`config.mk`:
```
export PLATFORM = sky130hd
export DESIGN_NAME = pic_io_port
export DESIGN_NICKNAME = d
export VERILOG_FILES = /design/src/rtl/pic_port_pkg.sv /design/src/rtl/pic_sync_ff.sv /design/src/rtl/pic_io_port.sv
export SDC_FILE = /design/constraint.sdc
export NUM_CORES = 1
export LEC_CHECK = 0
export BUFFER_PORTS_ARGS = -buffer_cell sky130_fd_sc_hd__buf_4
export CORE_MARGIN = 2
export CORE_UTILIZATION = 30
export CTS_BUF_LIST = sky130_fd_sc_hd__clkbuf_8
export DETAILED_ROUTE_END_ITERATION = 8
export HOLD_SLACK_MARGIN = 0.12
export MAX_ROUTING_LAYER = met4
export SYNTH_ARGS = -nofsm -noshare
export SYNTH_HDL_FRONTEND = slang
export SYNTH_SLANG_ARGS = --single-unit
```
`constraint.sdc`:
```
create_clock -name clk -period 1.5 [get_ports clk]
set_clock_uncertainty 0.15 [all_clocks]
set_input_delay 0.15 -clock clk [delete_from_list [all_inputs] [get_ports clk]]
set_output_delay 0.15 -clock clk [all_outputs]
set_load 0.01 [all_outputs]
```
`src/rtl/pic_port_pkg.sv`:
```
// ============================================================================
// Module      : pic_port_pkg
// Description : Shared reset values and per-port defaults for pic_io_port.
// Revision    : 1.0
// ============================================================================
`default_nettype none

package pic_port_pkg;

    localparam logic [7:0] PIC_TRIS_RST   = 8'hFF;
    localparam logic [7:0] PIC_LATCH_RST  = 8'h00;

    localparam int         PORTA_WIDTH    = 5;
    localparam logic [7:0] PORTA_IOC_MASK = 8'h00;
    localparam int         PORTB_WIDTH    = 8;
    localparam logic [7:0] PORTB_IOC_MASK = 8'hF0;

endpackage : pic_port_pkg

`default_nettype wire

```
`src/rtl/pic_sync_ff.sv`:
```
// ============================================================================
// Module      : pic_sync_ff
// Description : Multi-bit shift-register synchroniser, async reset to 0.
// Revision    : 1.0
// ============================================================================
`default_nettype none

module pic_sync_ff #(
    parameter int WIDTH  = 8,
    parameter int STAGES = 2
) (
    input  logic             clk,
    input  logic             rst_n,
    input  logic [WIDTH-1:0] i_d,
    output logic [WIDTH-1:0] o_q
);

    logic [WIDTH-1:0] r_stage [STAGES];

    always_ff @(posedge clk or negedge rst_n) begin
        if (!rst_n) begin
            for (int s = 0; s < STAGES; s++) begin
                r_stage[s] <= '0;
            end
        end else begin
            r_stage[0] <= i_d;
            for (int s = 1; s < STAGES; s++) begin
                r_stage[s] <= r_stage[s-1];
            end
        end
    end

    assign o_q = r_stage[STAGES-1];

endmodule : pic_sync_ff

`default_nettype wire

```
`src/rtl/pic_io_port.sv`:
```
// ============================================================================
// Module      : pic_io_port
// Description : PIC16F84-style bidirectional I/O port with TRIS, output
//               latch, input synchroniser and interrupt-on-change.
// Revision    : 1.0
// ============================================================================
`default_nettype none

module pic_io_port
    import pic_port_pkg::*;
#(
    parameter int         WIDTH       = PORTB_WIDTH,
    parameter logic [7:0] IOC_MASK    = PORTB_IOC_MASK,
    parameter int         SYNC_STAGES = 2
) (
    input  logic             clk,
    input  logic             rst_n,
    input  logic [WIDTH-1:0] wdata,
    input  logic             wr_port,
    input  logic             wr_tris,
    input  logic             rd_port,
    input  logic             ioc_clr,
    input  logic [WIDTH-1:0] pin_in,
    output logic [WIDTH-1:0] rdata,
    output logic [WIDTH-1:0] tris_q,
    output logic [WIDTH-1:0] pin_out,
    output logic [WIDTH-1:0] pin_oe,
    output logic             ioc_flag
);

    localparam logic [WIDTH-1:0] c_ioc_mask   = IOC_MASK[WIDTH-1:0];
    localparam logic [WIDTH-1:0] c_tris_rst   = PIC_TRIS_RST[WIDTH-1:0];
    localparam logic [WIDTH-1:0] c_latch_rst  = PIC_LATCH_RST[WIDTH-1:0];

    logic [WIDTH-1:0] r_tris;
    logic [WIDTH-1:0] r_latch;
    logic [WIDTH-1:0] r_ioc_ref;
    logic             r_ioc_flag;
    logic [WIDTH-1:0] w_sync;
    logic [WIDTH-1:0] w_monitor;
    logic             w_mismatch;

    pic_sync_ff #(
        .WIDTH  (WIDTH),
        .STAGES (SYNC_STAGES)
    ) u_sync (
        .clk   (clk),
        .rst_n (rst_n),
        .i_d   (pin_in),
        .o_q   (w_sync)
    );

    always_ff @(posedge clk or negedge rst_n) begin
        if (!rst_n) begin
            r_tris  <= c_tris_rst;
            r_latch <= c_latch_rst;
        end else begin
            if (wr_tris) r_tris  <= wdata;
            if (wr_port) r_latch <= wdata;
        end
    end

    // Only input pins are watched; a pin turned output drops out immediately.
    assign w_monitor  = c_ioc_mask & r_tris;
    assign w_mismatch = |((w_sync ^ r_ioc_ref) & w_monitor);

    // A live mismatch overrides a clear so a change cannot be lost.
    always_ff @(posedge clk or negedge rst_n) begin
        if (!rst_n) begin
            r_ioc_ref  <= '0;
            r_ioc_flag <= 1'b0;
        end else begin
            if (rd_port) r_ioc_ref <= w_sync;
            if (w_mismatch)   r_ioc_flag <= 1'b1;
            else if (ioc_clr) r_ioc_flag <= 1'b0;
        end
    end

    assign rdata    = w_sync;
    assign tris_q   = r_tris;
    assign pin_oe   = ~r_tris;
    assign pin_out  = r_latch & ~r_tris;
    assign ioc_flag = r_ioc_flag;

endmodule : pic_io_port

`default_nettype wire

```
# Word level (Yosys, flattened, before mapping)
# Cells that the tools add are included.
# classes
muxes	2
bitwise_logic	4
reduce_logical	2
# ops
op	n
8-bit bitwise AND	2
8-bit NOT	1
8-bit OR reduction	1
8-bit XOR	1
1-bit two-way mux	2
2-bit nonzero test	1
# word_totals
reg_bits	41
input_bits	22
output_inout_bits	33
elab_cells	14

# Longest topological paths before layout
# Gate-level depths: netlist (run 1).
# logic_depth
depth_word	4
mapped_depth	3
mapped_depth_nobuf	3

# Hierarchy
# A second synthesis (run 1) with hierarchy kept.
# hier_totals
hier_cells	98
area_unflattened_um2	1350.0
# modules_own_cells
module	instances	cells_per_inst	area_per_inst_um2	seq_area_each_um2
pic_io_port	1	74	889.6	535.5
pic_sync_ff	1	24	460.4	400.4

# Worst setup path after synthesis (run 1)
# No wires, ideal clock.
# synth_timing
path_type	register to register
startpoint	reg r_ioc_ref[7]
endpoint	reg r_ioc_flag (netlist: ioc_flag)
setup_time_ns	0.143
arrival_ns	0.934
required_ns	1.207
slack_ns	0.273
path_stages_with_launch	4
n_path_buf	0
period_less_slack_ns	1.227
cell_sequence	dfrtp_1 xor2_1 a222oi_1 o211ai_1
# synth_via
elab_chain_len	4
word_cells_on_any_way	5
classes_between	mux: 1; bitwise: 2; reduce/logical: 2
# synth_lines
item	line	text
start, declared	pic_io_port.sv:37	logic [WIDTH-1:0] r_ioc_ref;
start signal, assigned	pic_io_port.sv:73	if (rd_port) r_ioc_ref <= w_sync;
8-bit XOR *	pic_io_port.sv:65	assign w_mismatch = |((w_sync ^ r_ioc_ref) & w_monitor);
8-bit bitwise AND *	pic_io_port.sv:65	
8-bit OR reduction *	pic_io_port.sv:65	
1-bit two-way mux / 2-bit nonzero test (equally long branches)	-	
end signal, assigned	pic_io_port.sv:71	r_ioc_flag <= 1'b0;
end signal, assigned	pic_io_port.sv:74	if (w_mismatch) r_ioc_flag <= 1'b1;
end signal, assigned	pic_io_port.sv:75	else if (ioc_clr) r_ioc_flag <= 1'b0;
end, declared	pic_io_port.sv:38	logic r_ioc_flag;
# Mark *: on every way between the ends. The rest lies on a longest branch, timed or not.
# A chain may end at the register's enable or synchronous reset.

==> flow_summary.rst, run 1 <==
.. list-table::
   :header-rows: 1

   * - Metric
     - Value
   * - Status
     - completed
   * - CTS tree
     - yes
   * - # setup viols final
     - 0
   * - H-Tree Level Count
     - 2
   * - Starting DRT DRC Count
     - 58
   * - Post-synthesis cell area
     - about 1400 um^2
   * - Critical Path AT
     - between 1 and 1.5 ns
   * - Leading cell types by total area after synthesis
     - sky130_fd_sc_hd__dfrtp_1 (54%), sky130_fd_sc_hd__dfstp_2 (16%), sky130_fd_sc_hd__mux2_1 (10%)
   * - Number of vias per cell
     - 4.33
   * - Number of clock sinks
     - 37
   * - Top Family by Delay on Critical Path
     - buffers and inverters
   * - Fraction of final layout cells with drive strength greater than 1
     - 0.393
   * - Worst Setup SP
     - wdata[6]
   * - Fraction of the yosys area taken by sequential cells
     - 0.693
   * - Slowest Stage Delay on Critical Path
     - around 0.54 ns
   * - Most area-hungry cell type in the Yosys netlist
     - sky130_fd_sc_hd__dfrtp_1
   * - Full die area
     - about 5000 um^2
   * - Buffers and inverters on the worst path
     - 3
   * - Count of port buffers added during placement
     - 54
   * - FF-to-FF setup slack
     - 0.20 ns
   * - Overflow after GRT
     - 0
   * - Placement Cell Area
     - approximately 1800 um^2
   * - Unrepaired setup endpoints after global routing
     - false
   * - Most used cell along the critical path
     - sky130_fd_sc_hd__dlygate4sd3_1
   * - Routed WL per cell
     - around 13 um
   * - Area growth from synthesis to final layout
     - 56.8%
   * - Count of cells along the worst register-to-register path
     - 3
   * - Post-Route Setup TNS
     - 0 ns
   * - Ordered cell list for the critical path
     - dlygate4sd3_1 -> buf_4 -> nand2_1 -> dlygate4sd3_1 -> o21ai_1
   * - R2R Path Start
     - u_sync.o_q[7]
   * - Ant diodes
     - 0
   * - Post-Synthesis Net Count
     - between 100 and 150
   * - Worst relative slew slack
     - 0.693
   * - Required time at the endpoint of the critical path
     - between 1.5 and 2 ns
   * - Critical path peak fanout
     - 2
   * - Kind of start point of the critical path
     - input port
   * - Logic depth of the worst path, buffers included
     - 5
   * - Clock root cell
     - sky130_fd_sc_hd__clkbuf_8
   * - Hpwl dp
     - about 1900 um
   * - Final period utilization
     - 0.961
   * - Slowest cell on the critical path
     - sky130_fd_sc_hd__dlygate4sd3_1
   * - Buffer levels on the longest clock path
     - 2
   * - Number of nets in the layout
     - ~200
   * - Leakage power
     - 0.985 nW
   * - Worst Tran Pin Value
     - 0.460 ns
   * - Dominant cell by count in the synthesized netlist
     - sky130_fd_sc_hd__dfrtp_1
   * - Gr usage total
     - 0.129
   * - Clock transition at the register clock pins on the worst setup and hold paths after CTS
     - 0.07 ns
   * - Antenna Nets Post-Route
     - 0
   * - Type of the setup path with the least slack
     - in2reg
   * - Area inside the core boundary
     - 4350 um^2
   * - Clock latency at the later pin of the worst-skew pair
     - 0.27 ns
   * - Minimum clock period
     - between 1 and 1.5 ns
   * - Total of flip-flops plus latches after synthesis
     - 37
   * - Maximum number of pins on one net before global-route repair
     - 38
   * - Mapped Cells
     - 98
   * - Yosys warning count
     - 0
   * - Maximum vdd drop
     - 0.455 mV
   * - Kind of path behind the tightest hold check
     - in2async
   * - Final hold violations
     - 0
   * - Die width
     - roughly 71 um
   * - Initial antenna violation count
     - 0
   * - Final standard cell area without fillers
     - roughly 2100 um^2
   * - TritonCTS Buffers
     - 5
   * - Highest clock frequency the design can meet
     - 694 MHz
   * - Standard-cell row count
     - 24
   * - Commonest cells in the synthesized netlist
     - sky130_fd_sc_hd__dfrtp_1 (29), sky130_fd_sc_hd__mux2_1 (12)
   * - Count of flip-flops with a built-in enable after synthesis
     - 0
   * - Async set-or-reset flop fraction in the synthesized netlist
     - 1.00
   * - Y dimension of the die
     - 71.1 um
   * - Max Transition Viols Final
     - 0
   * - Final wirelength
     - 2890 um
   * - Number of global-route vias before repair
     - 1059
   * - Top-area cell type share of the netlist area
     - 0.538
   * - Boundary Pins
     - 55
   * - Max capacitance violation total
     - 0
   * - Post-route DRC
     - 0
   * - PostCTS Resize Cnt
     - 0
   * - Routability congestion estimate
     - approximately 0.86
   * - Initial core utilization
     - 0.310
   * - Type of destination of the critical path
     - flip-flop
   * - Setup crit end
     - tris_q[6]
   * - Power per cell area
     - between 1000 and 1500 nW/um^2
   * - Worst R2R End
     - ioc_flag
   * - Most used DFF post-synth
     - sky130_fd_sc_hd__dfrtp_1
   * - Total via count in the routed design
     - around 1000
   * - Mapped Avg Cell Area
     - between 10 and 15 um^2
   * - Library cells used by synthesis
     - 14
   * - Wire length of the first global-routing pass
     - 4770 um
   * - First-pass iteration count of the detailed router
     - 4
-- logic make-up (layout without fill, tap and decap cells) --
group,after synthesis,after routing,synth area share
simple gates,17,17,0.0640
mux,12,12,0.100
flops,37,37,0.693
xor+xnor,4,4,0.0260
compound gates,10,10,0.0426
buf+inv,18,98,0.0741
-- per-stage QoR --
stage           util  cells  worst slack, ns  total power, mW  hold slack (ns)
2_1_floorplan      -     98            0.273             1.30           -0.296
3_3_place_gp   0.402    194            0.240             1.48          -0.0266
3_5_place_dp   0.402    194            0.202             1.49          -0.0162
4_1_cts        0.486    230           0.0899             2.22            0.202
5_1_grt        0.486    230           0.0224             2.33            0.211
6_report       0.486    230           0.0587             2.18            0.206
-- per-layer routing --
layer | up-vias | track usage | wire length [um]
met4 | 0 | 0.0440 | 27
met3 | 4 | 0.0470 | 227
met2 | 44 | 0.210 | 1440
met1 | 486 | 0.148 | 1190
met5 | - | - | 0
li1 | 463 | - | -
-- sequential cells by signal, summed over array words and instances, names as in the netlist --
register	cells
ioc_flag	1
tris_q	8
u_sync.r_stage	8
r_ioc_ref	4
u_sync.o_q	8
r_latch	8
-- report_power, final --
| group | internal [mW] | total [mW] | switching [mW] |
|---|---|---|---|
| clock network | 0.320 | 0.652 | 0.332 |
| logic | 0.229 | 0.391 | 0.162 |
| registers | 1.09 | 1.14 | 0.0463 |
| total | 1.64 | 2.18 | 0.540 |
-- timing repair --
action / in CTS / in global routing
buffers inserted: 0 / 0
hold buffers: 28 / 0
hold endpoints to repair: 66 / 0
setup endpoints to repair: 0 / 0
-- placed cells by master (no fill, tap or decap) --
cell	Yosys	layout
sky130_fd_sc_hd__buf_4	8	54
sky130_fd_sc_hd__dfrtp_1	29	29
sky130_fd_sc_hd__dlygate4sd3_1	0	28
sky130_fd_sc_hd__mux2_1	12	12
sky130_fd_sc_hd__nor2b_1	8	8
sky130_fd_sc_hd__inv_1	8	8
sky130_fd_sc_hd__nand2_1	8	8
sky130_fd_sc_hd__o21ai_1	8	8
sky130_fd_sc_hd__dfstp_2	8	8
sky130_fd_sc_hd__clkbuf_8	0	5
sky130_fd_sc_hd__xor2_1	3	3
sky130_fd_sc_hd__clkinv_2	0	2
sky130_fd_sc_hd__xnor2_1	1	1
sky130_fd_sc_hd__nand2b_1	1	1
sky130_fd_sc_hd__a222oi_1	1	1
sky130_fd_sc_hd__o211ai_1	1	1
sky130_fd_sc_hd__clkinvlp_4	0	1
-- final cells by class --
type                            count  area, um^2
Inverter                            8        30.0
Clock buffer                        5        68.8
Fill cell                         391        2240
Tap cell                           52        65.1
Multi-Input combinational cell     43         314
Sequential cell                    37         936
Clock inverter                      3        17.5
Timing Repair Buffer               82         686
-- how the worst min path moves through the flow --
stage / end / from / slack [ns]
global route: u_sync.o_q[3] / u_sync.r_stage[11] / 0.21
detailed placement: ioc_flag / rst_n / -0.02
global placement: r_ioc_ref[6] / rst_n / -0.03
CTS: u_sync.o_q[4] / u_sync.r_stage[12] / 0.20
finish: u_sync.o_q[6] / rst_n / 0.21
floorplan: ioc_flag / rst_n / -0.30
No activity file was read; power rests on OpenSTA's default activity.
==> inputs of run 2 (changes only) <==
- CORE_MARGIN: 2 -> 5
==> flow_summary.rst, run 2 (same netlist as run 1, synthesis figures left out) <==
.. list-table::
   :header-rows: 1

   * - Metric
     - Value
   * - Amount of wire on met3 after detailed routing
     - 273 um (+20%)
   * - Full die area
     - 5940 um^2 (+18%)
   * - Wire length of the first global-routing pass
     - 5030 um (+5.4%)
   * - Top library cells by usage in the layout, fill and taps aside
     - sky130_fd_sc_hd__buf_4 (54), sky130_fd_sc_hd__dfrtp_1 (29), sky130_fd_sc_hd__dlygate4sd3_1 (24), sky130_fd_sc_hd__mux2_1 (12)
   * - Required time at the endpoint of the critical path
     - 1.55 ns (about the same)
   * - Hpwl dp
     - 2110 um (+10%)
   * - Critical Path AT
     - 1.48 ns (about the same)
   * - Startpoint of the tightest hold check path
     - u_sync.r_stage[15]
   * - Number of vias per cell
     - 4.29 (-1.1%)
   * - Kind of start point of the critical path
     - input port
   * - Final wirelength
     - 2920 um (+1.1%)
   * - Y dimension of the die
     - 77.1 um (+8.4%)
   * - Clock root cell
     - sky130_fd_sc_hd__clkbuf_8
   * - Initial core utilization
     - 0.310 (unchanged)
   * - Area inside the core boundary
     - 4350 um^2 (unchanged)
   * - Ant diodes
     - 0 (unchanged)
   * - Buffers and inverters on the worst path
     - 3 (unchanged)
   * - Number of standard cells in the final layout excluding fillers
     - 226 (-1.7%)
   * - Unrepaired setup endpoints after global routing
     - false
   * - Kind of path behind the tightest hold check
     - reg2reg
   * - Routed WL per cell
     - 12.9 um (+2.9%)
   * - Detailed route wirelength on metal2
     - 1500 um (+4.2%)
   * - Clock latency at the later pin of the worst-skew pair
     - 0.28 ns (about the same)
   * - # setup viols final
     - 0 (unchanged)
   * - Highest clock frequency the design can meet
     - 700 MHz (+0.92%)
   * - Logic depth of the worst path, buffers included
     - 5 (unchanged)
   * - Placed Instances
     - 194 (unchanged)
   * - Starting DRT DRC Count
     - 28 (-52%)
   * - Worst Setup SP
     - wdata[6]
   * - PostCTS Resize Cnt
     - 0 (unchanged)
   * - Post-Route Setup TNS
     - 0 ns (unchanged)
   * - First-pass iteration count of the detailed router
     - 2 (-2)
   * - Top routing layer in use
     - met4
   * - Number of clock sinks
     - 37 (unchanged)
   * - Placement Cell Area
     - 1750 um^2 (unchanged)
   * - Slowest cell on the critical path
     - sky130_fd_sc_hd__dlygate4sd3_1
   * - Leakage power
     - 0.981 nW (-0.39%)
   * - Maximum vdd drop
     - 0.382 mV (-16%)
   * - Final standard cell area without fillers
     - 2090 um^2 (-1.4%)
   * - Buffer levels on the longest clock path
     - 2 (unchanged)
   * - TritonCTS Buffers
     - 5 (unchanged)
   * - Power per cell area
     - 1070 nW/um^2 (+3.5%)
   * - Worst Tran Pin Value
     - 0.507 ns (+0.0463 ns)
   * - Boundary Pins
     - 55 (unchanged)
   * - Post-route DRC
     - 0 (unchanged)
   * - Ordered cell list for the critical path
     - dlygate4sd3_1 -> buf_4 -> nand2_1 -> dlygate4sd3_1 -> o21ai_1
   * - CTS tree
     - yes
   * - Max Transition Viols Final
     - 0 (unchanged)
   * - Routability congestion estimate
     - 0.809 (-6.3%)
   * - Count of port buffers added during placement
     - 54 (unchanged)
   * - Number of global-route vias before repair
     - 1073 (+1.3%)
   * - H-Tree Level Count
     - 2 (unchanged)
   * - Worst relative slew slack
     - 0.661 (-0.0320)
   * - Status
     - completed
   * - Fill cell instance count of the final layout
     - 398 (+1.8%)
   * - Area of combinational cells with multiple inputs
     - 314 um^2 (unchanged)
   * - Final total power
     - 2.23 mW (+2.0%)
   * - Maximum number of pins on one net before global-route repair
     - 38 (unchanged)
   * - Most frequent standard cell in the layout excluding fill and tap cells
     - sky130_fd_sc_hd__buf_4
   * - Type of the setup path with the least slack
     - in2reg
   * - Met1 wire length
     - 1100 um (-8.0%)
   * - Type of destination of the critical path
     - flip-flop
   * - Standard-cell row count
     - 24 (unchanged)
   * - Final hold violations
     - 0 (unchanged)
   * - Most used cell along the critical path
     - sky130_fd_sc_hd__dlygate4sd3_1
   * - Fraction of final layout cells with drive strength greater than 1
     - 0.402 (+0.00904)
   * - Count of cells along the worst register-to-register path
     - 3 (unchanged)
   * - Storage element area
     - 936 um^2 (unchanged)
   * - Worst hold slack across all endpoints
     - 0.200 ns (-0.00540 ns)
   * - Total via count in the routed design
     - 969 (-2.8%)
   * - Antenna Nets Post-Route
     - 0 (unchanged)
   * - Minimum clock period
     - 1.43 ns (-0.0131 ns)
   * - Clock transition at the register clock pins on the worst setup and hold paths after CTS
     - 0.07 ns (about the same)
   * - Gr usage total
     - 0.109 (-0.0197)
   * - Die width
     - 77.1 um (+8.4%)
   * - R2R Path Start
     - r_ioc_ref[7]
   * - Critical path peak fanout
     - 2 (unchanged)
   * - Hold Path Stages
     - 0
   * - Area growth from synthesis to final layout
     - 54.6%
   * - Slowest Stage Delay on Critical Path
     - 0.55 ns (about the same)
   * - Final period utilization
     - 0.952 (-0.00877)
   * - Initial antenna violation count
     - 0 (unchanged)
   * - Number of nets in the layout
     - 195 (-2.0%)
   * - Overflow after GRT
     - 0 (unchanged)
   * - Max capacitance violation total
     - 0 (unchanged)
   * - Top Family by Delay on Critical Path
     - buffers and inverters
-- run 2: cell count changes in the layout (fill, tap and decap cells not counted), sizes merged --
cell | before | now
clkbuf | 5 | 6
dlygate4sd3 | 28 | 24
clkinvlp | 1 | 0
-- run 2: per-stage QoR --
stage / setup WS [ns] / util
after CTS: 0.0879 / 0.479
after detailed placement: 0.170 / 0.402
after global placement: 0.223 / 0.402
after floorplan: 0.273 / -
after global routing: 0.0447 / 0.479
final: 0.0719 / 0.479
-- run 2: layer usage --
layer	up-vias	GRT usage
met1	468	0.109
met2	38	0.187
li1	456	-
met5	-	-
met3	7	0.0539
met4	0	0.0361
-- run 2: worst paths after layout --
| path | to | slack, ns |
|---|---|---|
| worst min-delay path | u_sync.o_q[7] | 0.20 |
| max in group asynchronous | tris_q[1] | 0.64 |
| worst max register to register | ioc_flag | 0.18 |
| worst min register to register | u_sync.o_q[7] | 0.20 |
| worst max-delay path | tris_q[6] | 0.07 |
| min in group asynchronous | u_sync.o_q[7] | 0.21 |
-- run 2: layout make-up --
class                           instances  area share
Tap cell                               52      0.0312
Multi-Input combinational cell         43       0.150
Clock inverter                          2     0.00659
Inverter                                8      0.0144
Timing Repair Buffer                   78       0.309
Clock buffer                            6      0.0396
Sequential cell                        37       0.448
-- run 2: power breakdown --
group	switching, mW	leakage [nW]	internal (mW)
sequential	0.0464	0.421	1.09
clock	0.334	0.0512	0.372
combinational	0.159	0.509	0.222
total	0.540	0.981	1.69
-- run 2: timing repair --
action,in CTS,in global routing
buffers inserted,0,0
hold buffers,24,0
hold endpoints to repair,66,0
==> inputs of run 3 (changes only) <==
- CORE_MARGIN: 5 -> 3
- CTS_BUF_LIST: sky130_fd_sc_hd__clkbuf_8 -> sky130_fd_sc_hd__clkbuf_2
==> flow_summary.rst, run 3 (same netlist as run 1, synthesis figures left out) <==
.. list-table::
   :header-rows: 1

   * - Metric
     - Value
   * - Standard-cell row count
     - 23 (-4.2%)
   * - Antenna Nets Post-Route
     - 0 (unchanged)
   * - Area inside the core boundary
     - 4170 um^2 (-4.2%)
   * - Final hold violations
     - 0 (unchanged)
   * - Power dissipated by switching net loads
     - 0.506 mW (-6.2%)
   * - Critical path peak fanout
     - 16 (+14)
   * - Number of nets in the layout
     - 204 (+4.6%)
   * - Final period utilization
     - 0.979 (+0.0267)
   * - # setup viols final
     - 0 (unchanged)
   * - H-Tree Level Count
     - 2 (unchanged)
   * - Wire length of the first global-routing pass
     - 4810 um (-4.4%)
   * - R2R Path Start
     - u_sync.o_q[7]
   * - Number of vias per cell
     - 4.33 (+1.0%)
   * - Internal
     - 1.48 mW (-12%)
   * - Maximum number of pins on one net before global-route repair
     - 38 (unchanged)
   * - Clock transition at the register clock pins on the worst setup and hold paths after CTS
     - 0.16 ns (+0.09 ns)
   * - Number of standard cells in the final layout excluding fillers
     - 233 (+3.1%)
   * - Overflow after GRT
     - 0 (unchanged)
   * - Kind of path behind the tightest hold check
     - reg2reg
   * - Placed Instances
     - 192 (-1.0%)
   * - Routability congestion estimate
     - 0.830 (+2.6%)
   * - Minimum clock period
     - 1.47 ns (+0.0400 ns)
   * - Most frequent standard cell in the layout excluding fill and tap cells
     - sky130_fd_sc_hd__buf_4
   * - Initial antenna violation count
     - 0 (unchanged)
   * - Clock latency at the later pin of the worst-skew pair
     - 0.34 ns (+0.06 ns)
   * - TritonCTS Buffers
     - 5 (unchanged)
   * - Kind of start point of the critical path
     - input port
   * - Worst R2R End
     - ioc_flag
   * - Portion of total power attributed to combinational logic
     - 0.210 (+0.039)
   * - Maximum vdd drop
     - 0.416 mV (+9.1%)
   * - Type of destination of the critical path
     - flip-flop
   * - Y dimension of the die
     - 73.1 um (-5.2%)
   * - FF-to-FF setup slack
     - 0.18 ns (about the same)
   * - Ant diodes
     - 0 (unchanged)
   * - Initial core utilization
     - 0.324 (+0.0135)
   * - Unrepaired setup endpoints after global routing
     - true
   * - Fraction of the core area covered by cells at the end of the flow
     - 0.509 (+0.0292)
   * - Gr usage total
     - 0.122 (+0.0130)
   * - Top library cells by usage in the layout, fill and taps aside
     - sky130_fd_sc_hd__buf_4 (54), sky130_fd_sc_hd__dlygate4sd3_1 (30), sky130_fd_sc_hd__dfrtp_1 (29), sky130_fd_sc_hd__mux2_1 (12)
   * - Total via count in the routed design
     - 1009 (+4.1%)
   * - Status
     - completed
   * - Required time at the endpoint of the critical path
     - 1.64 ns (+0.09 ns)
   * - Crit path setup slack, layout
     - 0.0319 ns (-0.0400 ns)
   * - Critical Path AT
     - 1.61 ns (+0.13 ns)
   * - Hold Path Sink
     - u_sync.o_q[5]
   * - Hpwl dp
     - 1990 um (-5.8%)
   * - Full die area
     - 5340 um^2 (-10%)
   * - CTS tree
     - yes
   * - Worst relative slew slack
     - 0.702 (+0.0410)
   * - Max Transition Viols Final
     - 0 (unchanged)
   * - First-pass iteration count of the detailed router
     - 3 (+1)
   * - Highest clock frequency the design can meet
     - 681 MHz (-2.7%)
   * - Worst slack at placement
     - 0.201 ns (+0.0314 ns)
   * - Storage element area
     - 936 um^2 (unchanged)
   * - Number of global-route vias before repair
     - 1060 (-1.2%)
   * - Boundary Pins
     - 55 (unchanged)
   * - Final wirelength
     - 3060 um (+4.8%)
   * - Sequential share of power
     - 0.576 (+0.065)
   * - Leakage power
     - 0.994 nW (+1.3%)
   * - Buffer levels on the longest clock path
     - 2 (unchanged)
   * - Area growth from synthesis to final layout
     - 57.2%
   * - Number of clock sinks
     - 37 (unchanged)
   * - Startpoint of the tightest hold check path
     - u_sync.r_stage[13]
   * - Fraction of final layout cells with drive strength greater than 1
     - 0.437 (+0.0349)
   * - Worst hold slack across all endpoints
     - 0.214 ns (+0.0141 ns)
   * - Max capacitance violation total
     - 0 (unchanged)
   * - Count of port buffers added during placement
     - 54 (unchanged)
   * - Worst Tran Pin Value
     - 0.447 ns (-0.0599 ns)
   * - Sw Share
     - 0.255 (+0.0129)
   * - Die width
     - 73.1 um (-5.2%)
   * - Fill cell instance count of the final layout
     - 380 (-4.5%)
   * - Area of combinational cells with multiple inputs
     - 314 um^2 (unchanged)
   * - Post-Route Setup TNS
     - 0 ns (unchanged)
   * - Clock root cell
     - sky130_fd_sc_hd__clkbuf_2
   * - Post-route DRC
     - 0 (unchanged)
   * - Count of cells along the worst register-to-register path
     - 3 (unchanged)
   * - Power per cell area
     - 934 nW/um^2 (-12%)
   * - Type of the setup path with the least slack
     - in2reg
   * - Hold Path Stages
     - 0 (unchanged)
   * - Starting DRT DRC Count
     - 53 (+89%)
   * - Routed WL per cell
     - 13.1 um (+1.6%)
   * - Part of the power in the clock network
     - 0.214 (-0.103)
[run 3: changes by cell type in the layout (fill, tap and decap cells not counted)]
cell and change:
sky130_fd_sc_hd__clkbuf_2 +8, sky130_fd_sc_hd__clkinv_2 -1, sky130_fd_sc_hd__buf_6 +3, sky130_fd_sc_hd__clkinv_4 -1, sky130_fd_sc_hd__clkbuf_8 -6, sky130_fd_sc_hd__inv_2 +7
sky130_fd_sc_hd__inv_1 -7, sky130_fd_sc_hd__dlygate4sd3_1 +6
[run 3: layer usage]
metal  up-vias  share of wire  global-route usage
met5         -              0                   -
met4         0         0.0091              0.0307
met3         4          0.081              0.0496
met2        34           0.54               0.214
met1       493           0.37               0.127
li1        478              -                   -
[run 3: critical path: stages]
cell and delay, ns:
sky130_fd_sc_hd__dlygate4sd3_1 0.53, sky130_fd_sc_hd__buf_4 0.21, sky130_fd_sc_hd__nand2_1 0.07, sky130_fd_sc_hd__dlygate4sd3_1 0.57, sky130_fd_sc_hd__o21ai_1 0.08
[run 3: power groups by stage]
stage / Sequential [mW] / Combinational, mW / Clock (mW)
after floorplan: 1.16 / 0.138 / 0
after global placement: 1.15 / 0.332 / 0
after detailed placement: 1.16 / 0.340 / 0
after CTS: 1.14 / 0.402 / 0.449
after global routing: 1.15 / 0.452 / 0.498
final: 1.14 / 0.416 / 0.425
[run 3: per-stage QoR]
step	cell area [um^2]	total power, mW
final	2120	1.98
after global routing	2120	2.10
after CTS	2090	1.99
after detailed placement	1750	1.50
after global placement	1750	1.48
after floorplan	1350	1.30
[run 3: how the worst max path moves through the flow]
stage                        startpoint         end  slack [ns]  cells after the start
after global routing          tris_q[6]  pin_out[6]       -0.03                      2
after detailed placement   r_ioc_ref[7]    ioc_flag        0.20                      3
after global placement    u_sync.o_q[7]    ioc_flag        0.24                      3
after floorplan            r_ioc_ref[7]    ioc_flag        0.27                      3
final                           wr_tris   tris_q[7]        0.03                      5
after CTS                     tris_q[5]   pin_oe[5]        0.02                      2
[run 3: timing repair]
item / CTS / global route
hold buffers: 30 / 0
gates resized for setup: 0 / 10
setup endpoints to repair: 0 / 14
buffers inserted: 0 / 3
endpoints found under the hold margin: 66 / 0
[run 3: layout make-up]
| type | count | area share |
|---|---|---|
| multi-input combinational | 43 | 0.148 |
| sequential | 37 | 0.441 |
| clock buffer | 8 | 0.0189 |
| inverter | 8 | 0.0142 |
| tap | 50 | 0.0295 |
| timing repair buffer | 87 | 0.348 |
